**config.mk**
```make
export PLATFORM = sky130hd
export DESIGN_NAME = operand_stage_flat
export DESIGN_NICKNAME = d
export VERILOG_FILES = /design/src/rtl/operand_stage_pkg.sv /design/src/rtl/operand_stage_if.sv /design/src/rtl/operand_stage_resolve.sv /design/src/rtl/operand_stage.sv /design/src/flat_wrapper.sv
export SDC_FILE = /design/constraint.sdc
export NUM_CORES = 1
export LEC_CHECK = 0
export CORE_AREA = 3 3 154 156
export CTS_CLUSTER_SIZE = 25
export DETAILED_ROUTE_END_ITERATION = 8
export DIE_AREA = 0 0 157 159
export GPL_ROUTABILITY_DRIVEN = 1
export HOLD_SLACK_MARGIN = 0.1
export PLACE_DENSITY_LB_ADDON = 0.3
export SLEW_MARGIN = 25
export SYNTH_ARGS = -nofsm -noshare
export SYNTH_HDL_FRONTEND = slang
export SYNTH_SLANG_ARGS = --single-unit
```
**constraint.sdc**
```tcl
create_clock -name clk -period 8.2 [get_ports clk]
set_input_delay 1.64 -clock clk [delete_from_list [all_inputs] [get_ports clk]]
set_output_delay 1.64 -clock clk [all_outputs]
set_load 0.05 [all_outputs]
```
**src/rtl/operand_stage_pkg.sv**
```systemverilog
// Shared widths, the registered execute bundle and the register-hit helper
// for the decode-to-execute operand stage.
package operand_stage_pkg;

  localparam int unsigned REGISTERS  = 32;
  localparam int unsigned REG_ADDR_W = $clog2(REGISTERS);
  localparam int unsigned WIDTH      = 32;
  localparam int unsigned CTRL_W     = 16;

  typedef logic [REG_ADDR_W-1:0] reg_addr_t;
  typedef logic [WIDTH-1:0]      word_t;
  typedef logic [CTRL_W-1:0]     ctrl_t;

  typedef struct packed {
    logic      valid;
    reg_addr_t rd;
    logic      reg_write;
    logic      mem_read;
    ctrl_t     ctrl;
    word_t     pc;
    word_t     imm;
    word_t     op_a;
    word_t     op_b;
    logic      fwd_a;
    logic      fwd_b;
  } ex_bundle_t;

  // x0 is hard-wired, so it never matches a producer.
  function automatic logic reg_hit(logic      use_rs,
                                   reg_addr_t rs,
                                   logic      wr_en,
                                   reg_addr_t rd);
    return use_rs && (rs != '0) && wr_en && (rd == rs);
  endfunction

endpackage

```
**src/rtl/operand_stage_if.sv**
```systemverilog
// Decode/register-file/forwarding inputs and execute-bundle outputs of the
// operand stage. The stage itself uses the slave view.
interface operand_stage_if;
  import operand_stage_pkg::*;

  logic      id_valid;
  reg_addr_t id_rs1;
  reg_addr_t id_rs2;
  reg_addr_t id_rd;
  logic      id_use_rs1;
  logic      id_use_rs2;
  logic      id_reg_write;
  logic      id_mem_read;
  ctrl_t     id_ctrl;
  word_t     id_pc;
  word_t     id_imm;
  word_t     rf_rd1;
  word_t     rf_rd2;
  reg_addr_t mem_rd;
  logic      mem_reg_write;
  word_t     mem_result;
  reg_addr_t wb_rd;
  logic      wb_reg_write;
  word_t     wb_result;
  logic      flush;
  logic      stall;
  logic      ex_valid;
  logic      ex_reg_write;
  logic      ex_mem_read;
  reg_addr_t ex_rd;
  ctrl_t     ex_ctrl;
  word_t     ex_pc;
  word_t     ex_imm;
  word_t     ex_op_a;
  word_t     ex_op_b;
  logic      ex_fwd_a;
  logic      ex_fwd_b;

  modport master (
    output id_valid, id_rs1, id_rs2, id_rd, id_use_rs1, id_use_rs2,
           id_reg_write, id_mem_read, id_ctrl, id_pc, id_imm,
           rf_rd1, rf_rd2, mem_rd, mem_reg_write, mem_result,
           wb_rd, wb_reg_write, wb_result, flush,
    input  stall, ex_valid, ex_reg_write, ex_mem_read, ex_rd, ex_ctrl,
           ex_pc, ex_imm, ex_op_a, ex_op_b, ex_fwd_a, ex_fwd_b
  );

  modport slave (
    input  id_valid, id_rs1, id_rs2, id_rd, id_use_rs1, id_use_rs2,
           id_reg_write, id_mem_read, id_ctrl, id_pc, id_imm,
           rf_rd1, rf_rd2, mem_rd, mem_reg_write, mem_result,
           wb_rd, wb_reg_write, wb_result, flush,
    output stall, ex_valid, ex_reg_write, ex_mem_read, ex_rd, ex_ctrl,
           ex_pc, ex_imm, ex_op_a, ex_op_b, ex_fwd_a, ex_fwd_b
  );

endinterface

```
**src/rtl/operand_stage_resolve.sv**
```systemverilog
// Single-operand hazard resolution: picks zero, execute bypass, MEM, WB or
// register-file data, and flags a load in execute that the operand depends on.
module operand_stage_resolve
  import operand_stage_pkg::*;
(
  input  logic      use_i,
  input  reg_addr_t rs_i,
  input  word_t     rf_i,
  input  logic      ex_valid_i,
  input  logic      ex_reg_write_i,
  input  logic      ex_mem_read_i,
  input  reg_addr_t ex_rd_i,
  input  logic      mem_reg_write_i,
  input  reg_addr_t mem_rd_i,
  input  word_t     mem_result_i,
  input  logic      wb_reg_write_i,
  input  reg_addr_t wb_rd_i,
  input  word_t     wb_result_i,
  output word_t     value_o,
  output logic      fwd_o,
  output logic      load_hit_o
);

  logic ex_hit;
  logic mem_hit;
  logic wb_hit;

  assign ex_hit  = reg_hit(use_i, rs_i, ex_valid_i && ex_reg_write_i, ex_rd_i);
  assign mem_hit = reg_hit(use_i, rs_i, mem_reg_write_i, mem_rd_i);
  assign wb_hit  = reg_hit(use_i, rs_i, wb_reg_write_i, wb_rd_i);

  assign load_hit_o = ex_hit && ex_mem_read_i;

  always_comb begin
    value_o = rf_i;
    fwd_o   = 1'b0;
    if (!use_i || (rs_i == '0)) begin
      value_o = '0;
    end else if (ex_hit && !ex_mem_read_i) begin
      // Execute substitutes its own result; the carried value is unused.
      fwd_o = 1'b1;
    end else if (mem_hit) begin
      value_o = mem_result_i;
    end else if (wb_hit) begin
      value_o = wb_result_i;
    end
  end

endmodule

```
**src/rtl/operand_stage.sv**
```systemverilog
// Decode-to-execute pipeline register with operand forwarding, execute
// bypass flags and a one-bubble load-use stall.
module operand_stage
  import operand_stage_pkg::*;
(
  input  logic                  clk,
  input  logic                  rst,
  operand_stage_if.slave        bus_io
);

  ex_bundle_t ex_d;
  ex_bundle_t ex_q;

  word_t op_a;
  word_t op_b;
  logic  fwd_a;
  logic  fwd_b;
  logic  load_hit_a;
  logic  load_hit_b;
  logic  stall;

  operand_stage_resolve u_resolve_a (
    .use_i           (bus_io.id_use_rs1),
    .rs_i            (bus_io.id_rs1),
    .rf_i            (bus_io.rf_rd1),
    .ex_valid_i      (ex_q.valid),
    .ex_reg_write_i  (ex_q.reg_write),
    .ex_mem_read_i   (ex_q.mem_read),
    .ex_rd_i         (ex_q.rd),
    .mem_reg_write_i (bus_io.mem_reg_write),
    .mem_rd_i        (bus_io.mem_rd),
    .mem_result_i    (bus_io.mem_result),
    .wb_reg_write_i  (bus_io.wb_reg_write),
    .wb_rd_i         (bus_io.wb_rd),
    .wb_result_i     (bus_io.wb_result),
    .value_o         (op_a),
    .fwd_o           (fwd_a),
    .load_hit_o      (load_hit_a)
  );

  operand_stage_resolve u_resolve_b (
    .use_i           (bus_io.id_use_rs2),
    .rs_i            (bus_io.id_rs2),
    .rf_i            (bus_io.rf_rd2),
    .ex_valid_i      (ex_q.valid),
    .ex_reg_write_i  (ex_q.reg_write),
    .ex_mem_read_i   (ex_q.mem_read),
    .ex_rd_i         (ex_q.rd),
    .mem_reg_write_i (bus_io.mem_reg_write),
    .mem_rd_i        (bus_io.mem_rd),
    .mem_result_i    (bus_io.mem_result),
    .wb_reg_write_i  (bus_io.wb_reg_write),
    .wb_rd_i         (bus_io.wb_rd),
    .wb_result_i     (bus_io.wb_result),
    .value_o         (op_b),
    .fwd_o           (fwd_b),
    .load_hit_o      (load_hit_b)
  );

  // Flush overrides the stall so upstream does not hold a killed slot.
  assign stall = bus_io.id_valid && (load_hit_a || load_hit_b) && !bus_io.flush;

  // Flush and stall both load an all-zero bubble.
  always_comb begin
    ex_d = '0;
    if (!bus_io.flush && !stall) begin
      ex_d.valid     = bus_io.id_valid;
      ex_d.rd        = bus_io.id_rd;
      ex_d.reg_write = bus_io.id_valid && bus_io.id_reg_write;
      ex_d.mem_read  = bus_io.id_valid && bus_io.id_mem_read;
      ex_d.ctrl      = bus_io.id_ctrl;
      ex_d.pc        = bus_io.id_pc;
      ex_d.imm       = bus_io.id_imm;
      ex_d.op_a      = op_a;
      ex_d.op_b      = op_b;
      ex_d.fwd_a     = fwd_a;
      ex_d.fwd_b     = fwd_b;
    end
  end

  always_ff @(posedge clk or posedge rst) begin
    if (rst) begin
      ex_q <= '0;
    end else begin
      ex_q <= ex_d;
    end
  end

  assign bus_io.stall        = stall;
  assign bus_io.ex_valid     = ex_q.valid;
  assign bus_io.ex_reg_write = ex_q.reg_write;
  assign bus_io.ex_mem_read  = ex_q.mem_read;
  assign bus_io.ex_rd        = ex_q.rd;
  assign bus_io.ex_ctrl      = ex_q.ctrl;
  assign bus_io.ex_pc        = ex_q.pc;
  assign bus_io.ex_imm       = ex_q.imm;
  assign bus_io.ex_op_a      = ex_q.op_a;
  assign bus_io.ex_op_b      = ex_q.op_b;
  assign bus_io.ex_fwd_a     = ex_q.fwd_a;
  assign bus_io.ex_fwd_b     = ex_q.fwd_b;

endmodule

```
**src/flat_wrapper.sv**
```systemverilog
// flat-port wrapper written by rule: the top's interface ports become plain ports
module operand_stage_flat import operand_stage_pkg::*;
  (clk, rst, bus_io_id_valid, bus_io_id_rs1, bus_io_id_rs2, bus_io_id_rd, bus_io_id_use_rs1, bus_io_id_use_rs2, bus_io_id_reg_write, bus_io_id_mem_read, bus_io_id_ctrl, bus_io_id_pc, bus_io_id_imm, bus_io_rf_rd1, bus_io_rf_rd2, bus_io_mem_rd, bus_io_mem_reg_write, bus_io_mem_result, bus_io_wb_rd, bus_io_wb_reg_write, bus_io_wb_result, bus_io_flush, bus_io_stall, bus_io_ex_valid, bus_io_ex_reg_write, bus_io_ex_mem_read, bus_io_ex_rd, bus_io_ex_ctrl, bus_io_ex_pc, bus_io_ex_imm, bus_io_ex_op_a, bus_io_ex_op_b, bus_io_ex_fwd_a, bus_io_ex_fwd_b);
  operand_stage_if bus_io_i ();
  input  logic clk;
  input  logic rst;
  input wire logic [$bits(bus_io_i.id_valid)-1:0] bus_io_id_valid;
  input wire logic [$bits(bus_io_i.id_rs1)-1:0] bus_io_id_rs1;
  input wire logic [$bits(bus_io_i.id_rs2)-1:0] bus_io_id_rs2;
  input wire logic [$bits(bus_io_i.id_rd)-1:0] bus_io_id_rd;
  input wire logic [$bits(bus_io_i.id_use_rs1)-1:0] bus_io_id_use_rs1;
  input wire logic [$bits(bus_io_i.id_use_rs2)-1:0] bus_io_id_use_rs2;
  input wire logic [$bits(bus_io_i.id_reg_write)-1:0] bus_io_id_reg_write;
  input wire logic [$bits(bus_io_i.id_mem_read)-1:0] bus_io_id_mem_read;
  input wire logic [$bits(bus_io_i.id_ctrl)-1:0] bus_io_id_ctrl;
  input wire logic [$bits(bus_io_i.id_pc)-1:0] bus_io_id_pc;
  input wire logic [$bits(bus_io_i.id_imm)-1:0] bus_io_id_imm;
  input wire logic [$bits(bus_io_i.rf_rd1)-1:0] bus_io_rf_rd1;
  input wire logic [$bits(bus_io_i.rf_rd2)-1:0] bus_io_rf_rd2;
  input wire logic [$bits(bus_io_i.mem_rd)-1:0] bus_io_mem_rd;
  input wire logic [$bits(bus_io_i.mem_reg_write)-1:0] bus_io_mem_reg_write;
  input wire logic [$bits(bus_io_i.mem_result)-1:0] bus_io_mem_result;
  input wire logic [$bits(bus_io_i.wb_rd)-1:0] bus_io_wb_rd;
  input wire logic [$bits(bus_io_i.wb_reg_write)-1:0] bus_io_wb_reg_write;
  input wire logic [$bits(bus_io_i.wb_result)-1:0] bus_io_wb_result;
  input wire logic [$bits(bus_io_i.flush)-1:0] bus_io_flush;
  output wire logic [$bits(bus_io_i.stall)-1:0] bus_io_stall;
  output wire logic [$bits(bus_io_i.ex_valid)-1:0] bus_io_ex_valid;
  output wire logic [$bits(bus_io_i.ex_reg_write)-1:0] bus_io_ex_reg_write;
  output wire logic [$bits(bus_io_i.ex_mem_read)-1:0] bus_io_ex_mem_read;
  output wire logic [$bits(bus_io_i.ex_rd)-1:0] bus_io_ex_rd;
  output wire logic [$bits(bus_io_i.ex_ctrl)-1:0] bus_io_ex_ctrl;
  output wire logic [$bits(bus_io_i.ex_pc)-1:0] bus_io_ex_pc;
  output wire logic [$bits(bus_io_i.ex_imm)-1:0] bus_io_ex_imm;
  output wire logic [$bits(bus_io_i.ex_op_a)-1:0] bus_io_ex_op_a;
  output wire logic [$bits(bus_io_i.ex_op_b)-1:0] bus_io_ex_op_b;
  output wire logic [$bits(bus_io_i.ex_fwd_a)-1:0] bus_io_ex_fwd_a;
  output wire logic [$bits(bus_io_i.ex_fwd_b)-1:0] bus_io_ex_fwd_b;
  assign bus_io_i.id_valid = bus_io_id_valid;
  assign bus_io_i.id_rs1 = bus_io_id_rs1;
  assign bus_io_i.id_rs2 = bus_io_id_rs2;
  assign bus_io_i.id_rd = bus_io_id_rd;
  assign bus_io_i.id_use_rs1 = bus_io_id_use_rs1;
  assign bus_io_i.id_use_rs2 = bus_io_id_use_rs2;
  assign bus_io_i.id_reg_write = bus_io_id_reg_write;
  assign bus_io_i.id_mem_read = bus_io_id_mem_read;
  assign bus_io_i.id_ctrl = bus_io_id_ctrl;
  assign bus_io_i.id_pc = bus_io_id_pc;
  assign bus_io_i.id_imm = bus_io_id_imm;
  assign bus_io_i.rf_rd1 = bus_io_rf_rd1;
  assign bus_io_i.rf_rd2 = bus_io_rf_rd2;
  assign bus_io_i.mem_rd = bus_io_mem_rd;
  assign bus_io_i.mem_reg_write = bus_io_mem_reg_write;
  assign bus_io_i.mem_result = bus_io_mem_result;
  assign bus_io_i.wb_rd = bus_io_wb_rd;
  assign bus_io_i.wb_reg_write = bus_io_wb_reg_write;
  assign bus_io_i.wb_result = bus_io_wb_result;
  assign bus_io_i.flush = bus_io_flush;
  assign bus_io_stall = bus_io_i.stall;
  assign bus_io_ex_valid = bus_io_i.ex_valid;
  assign bus_io_ex_reg_write = bus_io_i.ex_reg_write;
  assign bus_io_ex_mem_read = bus_io_i.ex_mem_read;
  assign bus_io_ex_rd = bus_io_i.ex_rd;
  assign bus_io_ex_ctrl = bus_io_i.ex_ctrl;
  assign bus_io_ex_pc = bus_io_i.ex_pc;
  assign bus_io_ex_imm = bus_io_i.ex_imm;
  assign bus_io_ex_op_a = bus_io_i.ex_op_a;
  assign bus_io_ex_op_b = bus_io_i.ex_op_b;
  assign bus_io_ex_fwd_a = bus_io_i.ex_fwd_a;
  assign bus_io_ex_fwd_b = bus_io_i.ex_fwd_b;
  operand_stage u_core (.clk(clk), .rst(rst), .bus_io(bus_io_i));
endmodule
```
==> results.ini, run 1 <==
[outcome]
status=finished, final reports clean

[critical_path]
cpPeakStageDelay_ps=850
path_cells=clkdlybuf4s50_1, xnor2_1, nand4_1, or3_1, a21o_2, nor2_1, clkdlybuf4s50_1
cp-end-kind=primary output
critPathArrivalTime_ps=4230
crit_path_frequent_cell=clkdlybuf4s50_1
cp_max_fo=5
critical_path_buf_inv_count=2
worst-setup-path-type=input pin to primary output
critPathRequiredTime_ps=6560
r2r_cells=8
crit_family=buffers and inverters
r2r_setup_slack_ps=5470
start_kind=input pin
r2r_end=u_core.bus_io.ex_op_a[11]$_DFF_PP0_
slowest_stage=clkdlybuf4s50_1
r2r_start=u_core.bus_io.ex_rd[1]$_DFF_PP0_

[yosys]
synth_nets=845
synth_edf_count=0
synth_xor_area_frac=0.03871
ys_types=35
avgSynthCellArea_um2=11.28
synthCells=602
muxShareOfSynthArea=0
synth-compound-area-share=0.1410
ys_async_sr_fraction=1.000
yosysWarnings=0
synth-seq-cells=154
synth_area_mm2=0.006788
synthSimpleGateAreaFrac=0.2135
synth_flop_cell=dfrtp_1
synth_top_family_by_area=simple AND/OR/NAND/NOR gates
synth_adder_area_share=0
yosysSeqAreaShare=0.5677

[routing]
routed_via_density=4.979
drtPass1Iterations=5
drc_errors=0
wl_per_cell_um=21.21
num_vias=6313
first_iter_violations=350
routed_wl_um=26890
ant_nets=0

[clock_network]
cts_made_buffers=17
clkTransAtPathRegs_ps=60
post_cts_resized=0
clock-sinks=154
cts_max_level=4
cts_hold_buffers=0
clockBufferDepth=2
cts_tree=built
clk_latency_ps=420
cts_root_buf=clkbuf_16
cts_setup_buffers=0

[placement]
port_buffers=397
dp_hpwl_um=19800
dp_slack_ps=2326
dp_cells=1235
gp_congestion=0.8281
place_area_mm2=0.01097

[power_and_ir_drop]
p_clk_frac=0.386
intPower_mw=1.402
seq_power_share=0.398
p_leak_nw=4.849
netSwitchingFraction=0.3078
p_per_area_mw_per_mm2=174.9
combPwrFrac=0.216
power.switching_mw=0.6233
ir_worst_vdd_v=0.0001134

[global_routing]
gr-total-overflow=0
grt_pass1_vias=6570
antenna_found_initial=1
grt_max_degree=88
track_usage=0.2097
grt_pass1_wl_um=39920

[finish]
fill_cells=2003
drive_above_1_share=0.08248
fin_area_mm2=0.01158
area_growth_pct=70.58
final_cells=1268
final_nets=1212

[floorplan]
die_x_um=157
ios=398
die_area_mm2=0.02496
die_h_um=159
initial_core_util=0.3016
coreArea_mm2=0.02250
rows=55

[timing]
setup_ws_ps=2327
worst_pin_slew_ps=965.3
tns_ps=0
max_freq_mhz=170.3
holdWs_ps=693.2
setup_viol=0
max_slew_margin=0.3564
rsz0062_at_grt=no
fin_crit_sh=0.7162
fin_skew_ps=13.33
slew_viol_final=0
hold_viol_final=0
min_period_ps=5873

[hold_path]
holdPathStages=1
hp-start=u_core.bus_io.ex_mem_read$_DFF_PP0_
min_to=u_core.bus_io.ex_fwd_a$_DFF_PP0_
hp-class=flop to flop

[flow_run]
drv_cap=0

[synth_stat cells, drive strengths merged, types with 4 or more instances]
| library cell | n | area, um^2 |
|---|---|---|
| dfrtp | 154 | 3854 |
| inv | 4 | 15.01 |
| a211oi | 31 | 232.7 |
| xnor2 | 14 | 122.6 |
| nor4 | 4 | 25.02 |
| nand4b | 33 | 289.0 |
| nor3 | 33 | 165.2 |
| nand3 | 4 | 20.02 |
| buf | 8 | 55.05 |
| xor2 | 16 | 140.1 |
| nand2 | 4 | 15.01 |
| nor2 | 65 | 244.0 |
| o32ai | 31 | 496.7 |
| clkbuf | 52 | 195.2 |
| and3 | 89 | 556.8 |
| o21ai | 34 | 170.2 |
[per-stage QoR]
stage | power (mW) | util
final | 2.025 | 0.5145
after global routing | 2.111 | 0.5145
after CTS | 2.054 | 0.5143
after detailed placement | 1.261 | 0.4877
after global placement | 1.258 | 0.4877
after floorplan | 1.030 | -
[power groups by stage]
stage	combinational, mW	clock [mW]	sequential (mW)
after floorplan	0.0813	0	0.948
after global placement	0.438	0	0.820
after detailed placement	0.439	0	0.821
after CTS	0.442	0.806	0.806
after global routing	0.460	0.841	0.809
final	0.437	0.782	0.806
[metal layers]
metal / vias up / wire length (um) / global-route usage
met1: 2996 / 10120 / 0.2445
met3: 43 / 2679 / 0.07774
met2: 343 / 13280 / 0.3532
li1: 2931 / - / -
met4: 0 / 821 / 0.07282
met5: - / 0 / 0
[worst max path at each step]
stage                startpoint                            endpoint  slack [ps]  depth (start not counted)
2_1_floorplan               rst  u_core.bus_io.ex_ctrl[0]$_DFF_PP0_        2410                          1
3_3_place_gp   bus_io_id_rs1[4]                        bus_io_stall        2350                          7
3_5_place_dp   bus_io_id_rs1[4]                        bus_io_stall        2330                          7
4_1_cts        bus_io_id_rs1[4]                        bus_io_stall        2330                          7
5_1_grt        bus_io_id_rs1[4]                        bus_io_stall        2240                          7
6_report       bus_io_id_rs1[4]                        bus_io_stall        2330                          7
[final cells by class]
class                      count  area [um^2]  area share
tap                          285        356.6     0.03080
multi-input combinational    384         2688      0.2321
clock inverter                15        172.7     0.01491
timing repair buffer         408         4060      0.3507
sequential                   154         3854      0.3328
inverter                       4        20.02    0.001729
clock buffer                  17        425.4     0.03674
antenna                        1        2.502   0.0002161
[flip-flops by register name (all words and copies together) (netlist names)]
name,count
u_core.bus_io.ex_fwd_b,1
u_core.bus_io.ex_op_a,32
u_core.bus_io.ex_pc,32
u_core.bus_io.ex_valid,1
u_core.bus_io.ex_op_b,32
u_core.bus_io.ex_rd,5
u_core.bus_io.ex_reg_write,1
u_core.bus_io.ex_imm,32
u_core.bus_io.ex_mem_read,1
u_core.bus_io.ex_fwd_a,1
u_core.bus_io.ex_ctrl,16
[cell families (layout without fill, tap and decap cells)]
logic type	Yosys count	after routing
AND/OR/NAND/NOR	250	250
XOR/XNOR	30	30
other	0	1
buffers and inverters	64	444
flip-flops	154	154
AO/OA/AOI/OAI	104	104
[placed cells by master (no fill, tap or decap), types with 2 or more instances in the layout]
master             n
nor2_1            65
nand4b_1          33
inv_2              2
clkinv_8           4
nor3_1            33
or4_1              3
o32ai_2           30
and3_1            89
and2_1             3
clkinv_4           3
nand2_1            4
nand2b_1           2
nand3_1            4
inv_8              5
inv_6              3
and4_1             2
o21ai_0           31
nor4_1             4
a21oi_1            3
o21ai_1            3
xnor2_1           14
clkbuf_16         17
clkdlybuf4s50_1  397
nand4_1            2
buf_4             10
or3_1              2
xor2_1            16
dfrtp_1          154
a211oi_1          31
(Power assumes the default switching activity.)
==> run 2, diff against run 1 <==
clock period = 4.9 ns   (was 8.2 ns; I/O delays follow)
==> run 2 against run 1 <==
  * Combinational power is 69% higher
  * Via count is 0.87% higher
  * Highest routed layer unchanged
  * Critical endpoint unchanged
  * Die area stayed put
==> results.ini, run 2 (synthesized netlist as in run 1, its figures left out) <==
[global_routing]
grt_pass1_vias=6708  ; +2.1%
grt_pass1_wl_um=40770  ; +2.1%
antenna_found_initial=0  ; -1
grt_max_degree=88  ; unchanged
track_usage=0.2147  ; +0.004967
gr-total-overflow=0  ; unchanged

[floorplan]
coreArea_mm2=0.02250  ; unchanged
ios=398  ; unchanged
rows=55  ; unchanged
die_area_mm2=0.02496  ; unchanged
initial_core_util=0.3016  ; unchanged
die_h_um=159  ; unchanged
die_x_um=157  ; unchanged

[finish]
fill_cells=2039  ; +1.8%
fin_util=0.5165  ; +0.001946
mostFrequentLayoutCells=clkdlybuf4s50_1, dfrtp_1, and3_1, nor2_1
drive_above_1_share=0.08722  ; +0.004736
final_nets=1216  ; +0.33%
final_common_cell=clkdlybuf4s50_1
diodes=0  ; -1
area_growth_pct=71.23

[critical_path]
slowest_stage=clkdlybuf4s50_1
cpPeakStageDelay_ps=590  ; -260 ps
crit_family=simple AND/OR/NAND/NOR gates
critPathArrivalTime_ps=3010  ; -1220 ps
worst-setup-path-type=input pin to primary output
critPathRequiredTime_ps=3920  ; -2640 ps
r2r_setup_slack_ps=2200  ; -3270 ps
start_kind=input pin
critical_path_buf_inv_count=2  ; unchanged
cp-end-kind=primary output
path_cells=clkdlybuf4s50_1, or4_1, o21ai_1, or3_1, a21o_2, nor2_1, buf_4
cp_max_fo=4  ; -1

[timing]
setup_ws_ps=906.2  ; -1421 ps
rsz0062_at_grt=no
fin_skew_ps=12.79  ; -0.5399 ps
slew_viol_final=0  ; unchanged
setup_viol=0  ; unchanged
fin_crit_sh=0.8151
max_freq_mhz=250.4
worst_pin_slew_ps=885.0  ; -80.34 ps
tns_ps=0  ; unchanged
max_slew_margin=0.4100  ; +0.05356
min_period_ps=3994
hold_viol_final=0  ; unchanged

[placement]
dp_hpwl_um=20430  ; +3.2%
gp_congestion=0.8603  ; +3.9%
dp_slack_ps=772.4  ; -1553 ps
port_buffers=397  ; unchanged

[power_and_ir_drop]
p_leak_nw=4.882  ; +0.69%
p_per_area_mw_per_mm2=297.8  ; +70%
ir_worst_vdd_v=0.0001955  ; +72%

[clock_network]
cts_hold_buffers=0  ; unchanged
post_cts_resized=0  ; unchanged
cts_tree=built
cts_max_level=4  ; unchanged
clockBufferDepth=2  ; unchanged
cts_made_buffers=17  ; unchanged
clock-sinks=154  ; unchanged
cts_setup_buffers=0  ; unchanged
clk_latency_ps=420  ; about the same
clkTransAtPathRegs_ps=70  ; about the same
cts_root_buf=clkbuf_16

[routing]
drc_errors=0  ; unchanged
first_iter_violations=310  ; -11%
ant_nets=0  ; unchanged
routed_wl_um=27370  ; +1.8%
wl_per_cell_um=21.53  ; +1.5%
num_vias=6368  ; +0.87%
drtPass1Iterations=4  ; -1
routed_via_density=5.010  ; +0.63%

[outcome]
status=finished, final reports clean

[flow_run]
drv_cap=0  ; unchanged

[hold_path]
hp-class=flop to flop

## run 2: path summary, 6_finish.rpt
path	start	to	depth (start not counted)
worst min-delay path	u_core.bus_io.ex_mem_read$_DFF_PP0_	u_core.bus_io.ex_fwd_a$_DFF_PP0_	1
worst max register to register	u_core.bus_io.ex_rd[1]$_DFF_PP0_	u_core.bus_io.ex_op_a[0]$_DFF_PP0_	8
worst max-delay path	bus_io_id_rs1[0]	bus_io_stall	7
worst min register to register	u_core.bus_io.ex_mem_read$_DFF_PP0_	u_core.bus_io.ex_fwd_a$_DFF_PP0_	1
max in group asynchronous	rst	u_core.bus_io.ex_pc[8]$_DFF_PP0_	3
min in group asynchronous	rst	u_core.bus_io.ex_imm[29]$_DFF_PP0_	2
## run 2: power by group
| group | internal [mW] | switching, mW |
|---|---|---|
| clock network | 0.742 | 0.632 |
| registers | 1.33 | 0.0220 |
| logic | 0.331 | 0.406 |
| total | 2.40 | 1.06 |
## run 2: cell type report
cell class | instances | area [um^2] | area share
Clock inverter | 15 | 195.2 | 0.01679
Clock buffer | 17 | 425.4 | 0.03660
Tap cell | 285 | 356.6 | 0.03068
Sequential cell | 154 | 3854 | 0.3316
Inverter | 4 | 18.77 | 0.001615
Timing Repair Buffer | 412 | 4096 | 0.3525
Multi-Input combinational cell | 384 | 2676 | 0.2303
## run 2: metal layers
| metal | part of all wire | track usage |
|---|---|---|
| met5 | 0 | 0 |
| met4 | 0.028 | 0.06884 |
| met3 | 0.10 | 0.07828 |
| met2 | 0.50 | 0.3659 |
| met1 | 0.37 | 0.2498 |
## run 2: stage by stage
step | hold slack [ps] | cell area (um^2) | total power, mW | instances
CTS | 724.6 | 11620 | 3.507 | 1271
detailed placement | 716.2 | 11000 | 2.116 | 1239
global route | 760.2 | 11620 | 3.601 | 1271
floorplan | 824.7 | 6792 | 1.723 | 602
finish | 707.4 | 11620 | 3.461 | 1271
global placement | 703.8 | 11000 | 2.114 | 1239
==> run 3, diff against run 2 <==
clock period = 3.4 ns   (was 4.9 ns; I/O delays follow)
==> run 3 against run 2 <==
  * Global-route usage down 0.18 points
  * Sequential power is 44% higher
  * Clock power increased by 45%
  * First-iteration DRC count up 13%
  * Critical path depth unchanged
  * Cell count rose by 0.94%
  * Largest cell class unchanged
  * Count of clock-buffer cells in the layout did not move
  * Largest power group unchanged
  * Total power is 45% higher
==> results.ini, run 3 (synthesized netlist as in run 1, its figures left out) <==
[global_routing]
track_usage=0.2129  ; -0.001780
grt_max_degree=91  ; +3.4%
gr-total-overflow=0  ; unchanged
antenna_found_initial=0  ; unchanged
grt_pass1_vias=6695  ; -0.19%
grt_pass1_wl_um=40610  ; -0.39%

[timing]
max_freq_mhz=310.9
setup_ws_ps=183.7  ; -722.6 ps
hold_viol_final=0  ; unchanged
holdWs_ps=683.6  ; -23.77 ps
worst_pin_slew_ps=778.2  ; -106.8 ps
slew_viol_final=0  ; unchanged
rsz0062_at_grt=no
max_slew_margin=0.4812  ; +0.07121
min_period_ps=3216
fin_skew_ps=12.52  ; -0.2679 ps
setup_viol=0  ; unchanged
fin_crit_sh=0.9460

[clock_network]
clkTransAtPathRegs_ps=60  ; about the same
clk_latency_ps=420  ; about the same
cts_root_buf=clkbuf_16
post_cts_resized=0  ; unchanged
cts_tree=built
cts_max_level=4  ; unchanged
cts_setup_buffers=0  ; unchanged
clockBufferDepth=2  ; unchanged
clock-sinks=154  ; unchanged
cts_made_buffers=17  ; unchanged
cts_hold_buffers=0  ; unchanged

[outcome]
status=finished, final reports clean

[critical_path]
critPathArrivalTime_ps=2540  ; -470 ps
crit_family=buffers and inverters
cp-endpoint=bus_io_stall
cp-end-kind=primary output
r2r_end=u_core.bus_io.ex_op_b[0]$_DFF_PP0_
r2r_setup_slack_ps=990  ; -1210 ps
critical_path_buf_inv_count=2  ; unchanged
r2r_start=u_core.bus_io.ex_rd[3]$_DFF_PP0_
path_cells=clkdlybuf4s50_1, xnor2_1, nand4_1, or3_1, a21o_2, nor2_1, buf_4
cpPeakStageDelay_ps=630  ; +40 ps
critPathRequiredTime_ps=2720  ; -1200 ps
worst-setup-path-type=input pin to primary output
cp_max_fo=5  ; +1
start_kind=input pin
r2r_cells=8  ; unchanged
worstSetupStartpoint=bus_io_id_rs1[4]
slowest_stage=clkdlybuf4s50_1
cp.depth=7  ; unchanged

[routing]
routed_via_density=4.993  ; -0.34%
wl_per_cell_um=21.10  ; -2.0%
num_vias=6406  ; +0.60%
first_iter_violations=350  ; +13%
drtPass1Iterations=5  ; +1
ant_nets=0  ; unchanged
routed_wl_um=27070  ; -1.1%
drc_errors=0  ; unchanged

[placement]
dp_slack_ps=-50.43  ; -822.8 ps
place_area_mm2=0.01120  ; +1.8%
gp_congestion=0.8546  ; -0.66%
port_buffers=397  ; unchanged
dp_hpwl_um=20260  ; -0.80%

[flow_run]
drv_cap=0  ; unchanged

[finish]
final_common_cell=clkdlybuf4s50_1
fin_area_mm2=0.01183  ; +1.7%
final_nets=1228  ; +0.99%
drive_above_1_share=0.09820  ; +0.01098
diodes=0  ; unchanged
mostFrequentLayoutCells=clkdlybuf4s50_1, dfrtp_1, and3_1, nor2_1
area_growth_pct=74.21

[floorplan]
rows=55  ; unchanged
coreArea_mm2=0.02250  ; unchanged
die_h_um=159  ; unchanged
ios=398  ; unchanged
die_x_um=157  ; unchanged
die_area_mm2=0.02496  ; unchanged
initial_core_util=0.3016  ; unchanged

[power_and_ir_drop]
p_leak_nw=4.989  ; +2.2%
ir_worst_vdd_v=0.0003113  ; +59%
p_per_area_mw_per_mm2=423.1  ; +42%

[hold_path]
hp-class=flop to flop

## run 3: through the flow
step                power, mW  cells  TNS [ps]  utilization
floorplan               2.483    602         0            -
global placement        3.062   1251    -45.16       0.4979
detailed placement      3.065   1251    -811.0       0.4979
CTS                     5.066   1283         0       0.5255
global route            5.219   1283         0       0.5255
finish                  5.003   1283         0       0.5255
## run 3: final cells by class
cell class | instances | area [um^2]
Fill cell | 1986 | 10680
Sequential cell | 154 | 3854
Clock buffer | 17 | 425.4
Timing Repair Buffer | 424 | 4299
Multi-Input combinational cell | 384 | 2676
Tap cell | 285 | 356.6
Inverter | 4 | 18.77
Clock inverter | 15 | 195.2
## run 3: worst min path at each step
stage | cells past startpoint | end | from | slack (ps)
6_report | 1 | u_core.bus_io.ex_fwd_a$_DFF_PP0_ | u_core.bus_io.ex_mem_read$_DFF_PP0_ | 680
5_1_grt | 1 | u_core.bus_io.ex_fwd_a$_DFF_PP0_ | u_core.bus_io.ex_mem_read$_DFF_PP0_ | 730
4_1_cts | 1 | u_core.bus_io.ex_fwd_a$_DFF_PP0_ | u_core.bus_io.ex_mem_read$_DFF_PP0_ | 720
3_5_place_dp | 1 | u_core.bus_io.ex_fwd_a$_DFF_PP0_ | u_core.bus_io.ex_mem_read$_DFF_PP0_ | 710
3_3_place_gp | 1 | u_core.bus_io.ex_fwd_a$_DFF_PP0_ | u_core.bus_io.ex_mem_read$_DFF_PP0_ | 690
2_1_floorplan | 1 | u_core.bus_io.ex_fwd_a$_DFF_PP0_ | bus_io_flush | 750
## run 3: power by group
group | leakage (nW) | total (mW) | internal [mW] | switching [mW]
logic | 2.66 | 1.08 | 0.489 | 0.588
clock network | 0.304 | 1.98 | 1.07 | 0.910
registers | 2.02 | 1.95 | 1.91 | 0.0306
total | 4.99 | 5.00 | 3.47 | 1.53
## run 3: worst register-to-register path, delay by kind of cell (launching register included)
family / cells / cell delay [ps]
compound gates: 1 / 300
xor+xnor: 1 / 180
buf+inv: 2 / 350
flops: 1 / 440
simple gates: 4 / 1000
## run 3: per-layer routing
layer,GRT usage,share of wire
met3,0.07013,0.094
met1,0.2426,0.37
met5,0,0
met2,0.3648,0.51
met4,0.08715,0.033
